$ cat src/rtl/sap_1_microprogram_sequencer.sv
// SAP-1 microprogram sequencer: walks the control-ROM address through the shared fetch
// routine, jumps to the mapped execute routine, and drives the one-hot T-state ring.
module sap_1_microprogram_sequencer #(
  parameter int                    ADDR_WIDTH  = 8,
  parameter logic [ADDR_WIDTH-1:0] FETCH_START = 8'h00,
  parameter int                    FETCH_LEN   = 3,
  parameter int                    MAX_TSTATES = 6
) (
  input  logic                   Clk,
  input  logic                   Reset_n,
  input  logic                   En,
  input  logic [ADDR_WIDTH-1:0]  map_addr,
  input  logic                   map_valid,
  input  logic                   uend,
  input  logic                   uhalt,
  output logic [ADDR_WIDTH-1:0]  uaddr,
  output logic [MAX_TSTATES-1:0] t_state,
  output logic [1:0]             phase,
  output logic                   halted,
  output logic                   illegal
);

  typedef enum logic [1:0] {
    S_FETCH = 2'b00,
    S_EXEC  = 2'b01,
    S_HALT  = 2'b10
  } state_t;

  localparam logic [MAX_TSTATES-1:0] T1 = MAX_TSTATES'(1);

  state_t                 r_state,   w_state_nxt;
  logic [ADDR_WIDTH-1:0]  r_uaddr,   w_uaddr_nxt;
  logic [MAX_TSTATES-1:0] r_tstate,  w_tstate_nxt;
  logic                   r_illegal, w_illegal_nxt;

  logic [MAX_TSTATES-1:0] w_tstate_rot;
  logic                   w_fetch_last;
  logic                   w_ring_last;

  assign w_tstate_rot = {r_tstate[MAX_TSTATES-2:0], r_tstate[MAX_TSTATES-1]};
  assign w_fetch_last = r_tstate[FETCH_LEN-1];
  assign w_ring_last  = r_tstate[MAX_TSTATES-1];

  always_ff @(posedge Clk) begin
    if (!Reset_n) begin
      r_state   <= S_FETCH;
      r_uaddr   <= FETCH_START;
      r_tstate  <= T1;
      r_illegal <= 1'b0;
    end else begin
      r_state   <= w_state_nxt;
      r_uaddr   <= w_uaddr_nxt;
      r_tstate  <= w_tstate_nxt;
      r_illegal <= w_illegal_nxt;
    end
  end

  // Each branch either loads map_addr, increments, or restarts fetch -- never two at once.
  always_comb begin
    w_state_nxt   = r_state;
    w_uaddr_nxt   = r_uaddr;
    w_tstate_nxt  = r_tstate;
    w_illegal_nxt = 1'b0;
    if (En) begin
      case (r_state)
        S_FETCH: begin
          if (!w_fetch_last) begin
            w_uaddr_nxt  = r_uaddr + ADDR_WIDTH'(1);
            w_tstate_nxt = w_tstate_rot;
          end else if (map_valid) begin
            w_uaddr_nxt  = map_addr;
            w_tstate_nxt = w_tstate_rot;
            w_state_nxt  = S_EXEC;
          end else begin
            w_illegal_nxt = 1'b1;
            w_uaddr_nxt   = FETCH_START;
            w_tstate_nxt  = T1;
          end
        end
        S_EXEC: begin
          if (uhalt) begin
            w_state_nxt = S_HALT;
          end else if (uend || w_ring_last) begin
            w_uaddr_nxt  = FETCH_START;
            w_tstate_nxt = T1;
            w_state_nxt  = S_FETCH;
          end else begin
            w_uaddr_nxt  = r_uaddr + ADDR_WIDTH'(1);
            w_tstate_nxt = w_tstate_rot;
          end
        end
        default: begin
          w_state_nxt = r_state;
        end
      endcase
    end
  end

  assign uaddr   = r_uaddr;
  assign t_state = r_tstate;
  assign phase   = r_state;
  assign halted  = (r_state == S_HALT);
  assign illegal = r_illegal;

endmodule

$ cat config.mk
export PLATFORM = sky130hd
export DESIGN_NAME = sap_1_microprogram_sequencer
export DESIGN_NICKNAME = d
export VERILOG_FILES = /design/src/rtl/sap_1_microprogram_sequencer.sv
export SDC_FILE = /design/constraint.sdc
export NUM_CORES = 1
export LEC_CHECK = 0
export CORE_UTILIZATION = 39
export CTS_CLUSTER_DIAMETER = 50
export DETAILED_ROUTE_END_ITERATION = 16
export MAX_ROUTING_LAYER = met4
export PLACE_DENSITY_LB_ADDON = 0.2
export RECOVER_POWER = 100
export SLEW_MARGIN = 20
export SYNTH_ARGS = -nofsm -noshare
export SYNTH_HDL_FRONTEND = slang
export SYNTH_SLANG_ARGS = --single-unit
$ cat constraint.sdc
create_clock -name Clk -period 1.3 [get_ports Clk]
set_input_delay 0.195 -clock Clk [delete_from_list [all_inputs] [get_ports Clk]]
set_output_delay 0.195 -clock Clk [all_outputs]
set_load 0.1 [all_outputs]
==> results of run 1 <==
-- final timing paths --
kind | start | end | slack [ns] | cells after the start
max | phase[1] | uaddr[2] | -0.17 | 4
min reg2reg | t_state[4] | t_state[4] | 0.53 | 2
max reg2reg | phase[1] | uaddr[2] | -0.17 | 4
min | t_state[4] | t_state[4] | 0.53 | 2
-- layout make-up --
type	instances	area share, %
Timing Repair Buffer	50	38.3
Multi-Input combinational cell	85	35.1
Sequential cell	17	22.0
Tap cell	28	2.08
Clock buffer	3	1.34
Inverter	4	0.894
Clock inverter	1	0.298
-- power by group through the flow --
stage / Sequential [mW] / Combinational [mW] / Clock [mW]
after floorplan: 0.684 / 0.0794 / 0
after detailed placement: 0.573 / 0.351 / 0
after global routing: 0.566 / 0.383 / 0.322
after CTS: 0.563 / 0.357 / 0.307
final: 0.563 / 0.365 / 0.294
after global placement: 0.572 / 0.346 / 0
-- kinds of logic (layout without fill, tap and decap cells) --
family,count (synthesis),in the layout
compound gates,33,34
xor+xnor,1,1
fa+ha+maj,1,1
buf+inv,10,58
flops,17,17
simple gates,49,49
-- layout by cell type, fill, tap and decap left out, types with 2 or more instances in the layout --
| master | count |
|---|---|
| a21boi_1 | 5 |
| a21oi_1 | 5 |
| a221oi_1 | 3 |
| a22oi_1 | 2 |
| and3_1 | 3 |
| and4_1 | 2 |
| buf_12 | 18 |
| buf_4 | 16 |
| buf_6 | 3 |
| clkbuf_4 | 3 |
| clkdlybuf4s50_1 | 12 |
| dfxtp_1 | 6 |
| dfxtp_2 | 5 |
| dfxtp_4 | 6 |
| inv_1 | 4 |
| nand2_1 | 16 |
| nand3_1 | 5 |
| nor2_1 | 5 |
| nor2b_1 | 4 |
| nor2b_4 | 2 |
| o21ai_0 | 3 |
| o21ai_1 | 2 |
| o21ai_4 | 2 |
| o22ai_1 | 3 |
-- worst register-to-register path, cell delays in order, from the launching register on --
cell,delay (ns)
dfxtp_4,0.36
or4b_4,0.60
o21ai_4,0.14
a32oi_1,0.14
o22ai_1,0.16
-- per-layer routing --
| layer | track usage, % | up-vias |
|---|---|---|
| met2 | 45.6 | 46 |
| met3 | 3.03 | 11 |
| met1 | 28.4 | 498 |
| li1 | - | 503 |
| met4 | 11.0 | 0 |
| met5 | - | - |
-- flip-flops by register name, indices dropped and copies added (netlist names) --
name	count
phase	2
illegal	1
uaddr	8
t_state	6
-- timing repair --
action,in CTS,in global routing
gates resized for setup,6,9
pin swaps,2,4
buffers inserted,1,0
gates cloned,1,0
setup endpoints to repair,16,17
hold endpoints to repair,0,0
-- per-stage QoR --
stage                     setup TNS [ns]  total power [mW]
after floorplan                    -3.48             0.764
after global placement             -4.78             0.918
after detailed placement           -5.26             0.925
after CTS                          -1.51              1.23
after global routing               -2.54              1.27
final                              -1.74              1.22
==> flow_metrics.env, run 1 <==
export IMPL_combinationalPowerShare_pct=29.9
export IMPL_start_util_pct=41.3
export IMPL_antenna_found_initial=0
export IMPL_drive_gt1_share_pct=42.5
export IMPL_final_util_pct=76.7
export IMPL_crit_path_start_kind="flop"
export IMPL_netlist_area_leader_share_pct=37.6
export IMPL_synth_compound_area_share_pct=25.7
export IMPL_top_layer_used="met4"
export IMPL_grt_overflow_total=0
export IMPL_status="finished, violations left"
export IMPL_setup_violations=15
export IMPL_grt_pass1_wl_um=4710
export IMPL_fp_dieW_um=50.2
export IMPL_cts_tree="built"
export IMPL_synth_top_family_by_area="simple AND/OR/NAND/NOR gates"
export IMPL_die_h_um=50.2
export IMPL_cts_sinks=17
export IMPL_coreArea_um2=2190
export IMPL_fillers=144
export IMPL_ys_top_cells_by_area="dfxtp_1 38%, nand2_1 7.0%, nor2b_1 4.8%"
export IMPL_routedWlPerCell_um=15.1
export IMPL_seq_area_frac_synth_pct=37.6
export IMPL_cap_viol_max_count=0
export IMPL_place_port_buffers=31
export IMPL_die_area_um2=2520
export IMPL_synth_xor_area_share_pct=0.967
export IMPL_dpl_instance_area_um2=1580
export IMPL_hold_buffers=0
export IMPL_multi_input_area_um2=589
export IMPL_n_antenna_cell=0
export IMPL_drt_pass1_iterations=4
export IMPL_fin_cells=188
export IMPL_path_clk_slew_ns=0.11
export IMPL_syn_area_per_cell_um2=8.16
export IMPL_cp_data_arrival_time_ns=1.69
export IMPL_synth_area_um2=906
export IMPL_wl_met3_um=160
export IMPL_cpPeakStageDelay_ns=0.60
export IMPL_fin_crit_ns=1.47
export IMPL_hold_viol_final=0
export IMPL_ys_flop_type="dfxtp_1"
export IMPL_yosys_area_top_type="dfxtp_1"
export IMPL_dr_wl_met2_um=1460
export IMPL_path_cells="or4b_4 > o21ai_4 > a32oi_1 > o22ai_1"
export IMPL_synth_seq_cells=17
export IMPL_switching_power_mw=0.417
export IMPL_root_buffer="clkbuf_4"
export IMPL_cp_end_kind="flop"
export IMPL_tightest_slew_ns=0.305
export IMPL_syn2layout_area_growth_pct=85.5
export IMPL_via_per_inst=5.63
export IMPL_fmax_mhz=680
export IMPL_syn_nets=126
export IMPL_rsz0062_at_grt="yes"
export IMPL_cts_made_buffers=3
export IMPL_synth_adder_area_share_pct=1.38
export IMPL_p_leak_nw=0.641
export IMPL_cts_max_level=1
export IMPL_regArea_um2=369
export IMPL_drc=0
export IMPL_cp_top_family="simple AND/OR/NAND/NOR gates"
export IMPL_worst_hold_slack_ns=0.527
export IMPL_cp_max_fo=7
export IMPL_dp_hpwl_um=1910
export IMPL_routed_wl_um=2840
export IMPL_ir_drop_mv=0.552
export IMPL_place_ws_ns=-0.436
export IMPL_maxSlewViolCount=0
export IMPL_m1WireLength_um=1120
export IMPL_clkPwrFrac_pct=24.1
export IMPL_clk_latency_ns=0.29
export IMPL_gp_congestion=0.844
export IMPL_setup_slack_ns=-0.172
export IMPL_p_sw_share_pct=34.1
export IMPL_p_per_area_nw_per_um2=727
export IMPL_stdcell_area_um2=1680
export IMPL_numPlacedInstances=182
export IMPL_yosysWarnings=0
export IMPL_violations="setup timing"
export IMPL_postSynth_asyncResetShare_pct=0
export IMPL_synth_cell_type_count=35
export IMPL_fin_crit_sh_pct=113
export IMPL_crit_required_ns=1.52
export IMPL_grt_max_degree=11
export IMPL_cts_buffer_depth=2
export IMPL_maxSlewHeadroom_pct=79.7
export IMPL_pwr_share_seq_pct=46.1
export IMPL_antenna_left=0
export IMPL_crit_buf_inv=0
export IMPL_rows=17
export IMPL_skew_ns=0.00244
export IMPL_synth_edf_count=0
export IMPL_muxShareOfSynthArea_pct=0
export IMPL_p_int_mw=0.805
export IMPL_yosys_area_share_simple_pct=29.3
export IMPL_drtIter0Drc=24
export IMPL_critPathKind="reg -> reg"
export IMPL_grt_pass1_vias=1061
export IMPL_slowest_stage="or4b_4"
export IMPL_min_path_type="reg -> reg"
export IMPL_num_vias=1058
export IMPL_final_nets=176
export IMPL_track_usage_pct=25.6
export IMPL_io_pins=32
export IMPL_synthTopCellsByCount="17 x dfxtp_1, 17 x nand2_1, 7 x nor2b_1, 6 x nand3_1"
export IMPL_netlist_instances=111
No activity file was read; power rests on OpenSTA's default activity.
==> run 2: changes to the inputs <==
Settings changed: SLEW_MARGIN 20 to default.
==> results of run 2 <==
Same layout as run 1: the final DEF is identical, and so are final timing and power.
==> run 3: changes to the inputs <==
Settings changed: CORE_UTILIZATION 39 to 35.
==> flow_metrics.env, run 3 (synthesized netlist as in run 1, its figures left out) <==
export IMPL_place_ws_ns=-0.449
export IMPL_power_total_mw=1.21
export IMPL_syn2layout_area_growth_pct=75.6
export IMPL_maxSlewHeadroom_pct=79.6
export IMPL_fin_cells=192
export IMPL_final_nets=178
export IMPL_fillers=221
export IMPL_drive_gt1_share_pct=40.7
export IMPL_grt_pass1_wl_um=4370
export IMPL_ff2ff_setup_slack_ns=-0.17
export IMPL_fp_dieW_um=52.9
export IMPL_drtIter0Drc=19
export IMPL_cts_tree="built"
export IMPL_p_int_mw=0.803
export IMPL_antenna_left=0
export IMPL_numPlacedInstances=187
export IMPL_status="finished, violations left"
export IMPL_cts_sinks=17
export IMPL_p_per_area_nw_per_um2=762
export IMPL_final_util_pct=64.8
export IMPL_stdcell_area_um2=1590
export IMPL_place_port_buffers=31
export IMPL_final_common_cell="buf_4"
export IMPL_clk_latency_ns=0.30
export IMPL_switching_power_mw=0.408
export IMPL_cp_end_kind="flop"
export IMPL_cts_buffer_depth=2
export IMPL_min_from="uaddr[7]"
export IMPL_dpl_instance_area_um2=1600
export IMPL_rsz0062_at_grt="yes"
export IMPL_antenna_found_initial=0
export IMPL_grt_pass1_vias=970
export IMPL_cpPeakStageDelay_ns=0.59
export IMPL_hold_end="uaddr[7]"
export IMPL_skew_ns=0.00665
export IMPL_hold_buffers=0
export IMPL_setup_violations=16
export IMPL_worstSetupStartpoint="t_state[5]"
export IMPL_pwr_share_seq_pct=45.7
export IMPL_crit_path_start_kind="flop"
export IMPL_crit_required_ns=1.53
export IMPL_track_usage_pct=21.9
export IMPL_path_clk_slew_ns=0.10
export IMPL_p_leak_nw=0.619
export IMPL_via_per_inst=5.43
export IMPL_grt_max_degree=10
export IMPL_tightest_slew_ns=0.308
export IMPL_fin_crit_ns=1.47
export IMPL_routedWlPerCell_um=14.2
export IMPL_start_util_pct=36.9
export IMPL_combinationalPowerShare_pct=30.2
export IMPL_cts_made_buffers=3
export IMPL_cp_max_fo=7
export IMPL_routed_wl_um=2730
export IMPL_hold_viol_final=0
export IMPL_clkPwrFrac_pct=24.2
export IMPL_io_pins=32
export IMPL_cp_data_arrival_time_ns=1.70
export IMPL_violations="setup timing"
export IMPL_fmax_mhz=680
export IMPL_path_cells="or4b_4 > o21ai_4 > a32oi_1 > o22ai_1"
export IMPL_die_area_um2=2800
export IMPL_reg2regPathDepth=4
export IMPL_final_cell_mix="20 x buf_4, 16 x nand2_1, 12 x clkdlybuf4s50_1"
export IMPL_min_path_type="reg -> reg"
export IMPL_gp_congestion=0.787
export IMPL_hold_depth=2
export IMPL_coreArea_um2=2450
export IMPL_setup_slack_ns=-0.170
export IMPL_post_cts_repair_setup_buffers=0
export IMPL_drc=0
export IMPL_largest_reg_flops=8
export IMPL_critPathKind="reg -> reg"
export IMPL_drt_pass1_iterations=4
export IMPL_slowest_stage="or4b_4"
export IMPL_cts_max_level=1
export IMPL_r2r_start="t_state[5]"
export IMPL_reg2reg_to="uaddr[2]"
export IMPL_dp_hpwl_um=1960
export IMPL_n_antenna_cell=0
export IMPL_cap_viol_max_count=0
export IMPL_rows=18
export IMPL_grt_overflow_total=0
export IMPL_p_sw_share_pct=33.7
export IMPL_root_buffer="clkbuf_4"
export IMPL_fin_crit_sh_pct=113
export IMPL_maxSlewViolCount=0
export IMPL_num_vias=1043
export IMPL_die_h_um=52.9
export IMPL_ir_drop_mv=0.703
[run 3: final cells by class]
class / count / area, um^2 / share of cell area (%)
repair buffers: 52 / 563 / 35.4
well taps: 30 / 37.5 / 2.36
clock buffers: 4 / 26.3 / 1.65
multi-input cells: 85 / 586 / 36.8
flip-flops and latches: 17 / 363 / 22.8
inverters: 4 / 15.0 / 0.944
[run 3: timing repair]
action / in CTS / in global routing
gates resized for setup: 8 / 4
pin swaps: 3 / 0
cloned: 1 / 0
endpoints found under the setup margin: 16 / 16
[run 3: worst max-delay path by stage]
stage | to | slack, ns | cells past startpoint
CTS | t_state[3] | -0.16 | 4
finish | uaddr[2] | -0.17 | 4
global placement | uaddr[5] | -0.40 | 5
detailed placement | uaddr[5] | -0.45 | 5
floorplan | uaddr[5] | -0.33 | 5
global route | t_state[3] | -0.21 | 4
[run 3: worst max-delay path: cells and delay by family (launching register included)]
| family | cells | cell delay, ns |
|---|---|---|
| AND/OR/NAND/NOR | 1 | 0.59 |
| AO/OA/AOI/OAI | 3 | 0.47 |
| flip-flops | 1 | 0.35 |
[run 3: power by group through the flow]
stage                     combinational, mW  sequential (mW)  clock [mW]
final                                 0.366            0.553       0.293
after global routing                  0.382            0.557       0.323
after CTS                             0.376            0.558       0.294
after detailed placement              0.367            0.568           0
after global placement                0.364            0.568           0
after floorplan                      0.0794            0.684           0
[run 3: per-layer routing]
| layer | GRT usage (%) | up-vias | wire [um] |
|---|---|---|---|
| met5 | - | - | 0 |
| met3 | 3.74 | 4 | 136 |
| met4 | 10.1 | 0 | 25 |
| li1 | - | 506 | - |
| met1 | 27.1 | 500 | 1220 |
| met2 | 34.8 | 33 | 1350 |
[run 3: stage by stage]
step / hold slack (ns) / TNS, ns
finish: 0.481 / -1.51
global route: 0.510 / -2.40
global placement: 0.497 / -4.98
floorplan: 0.352 / -3.48
CTS: 0.518 / -1.63
detailed placement: 0.503 / -5.26
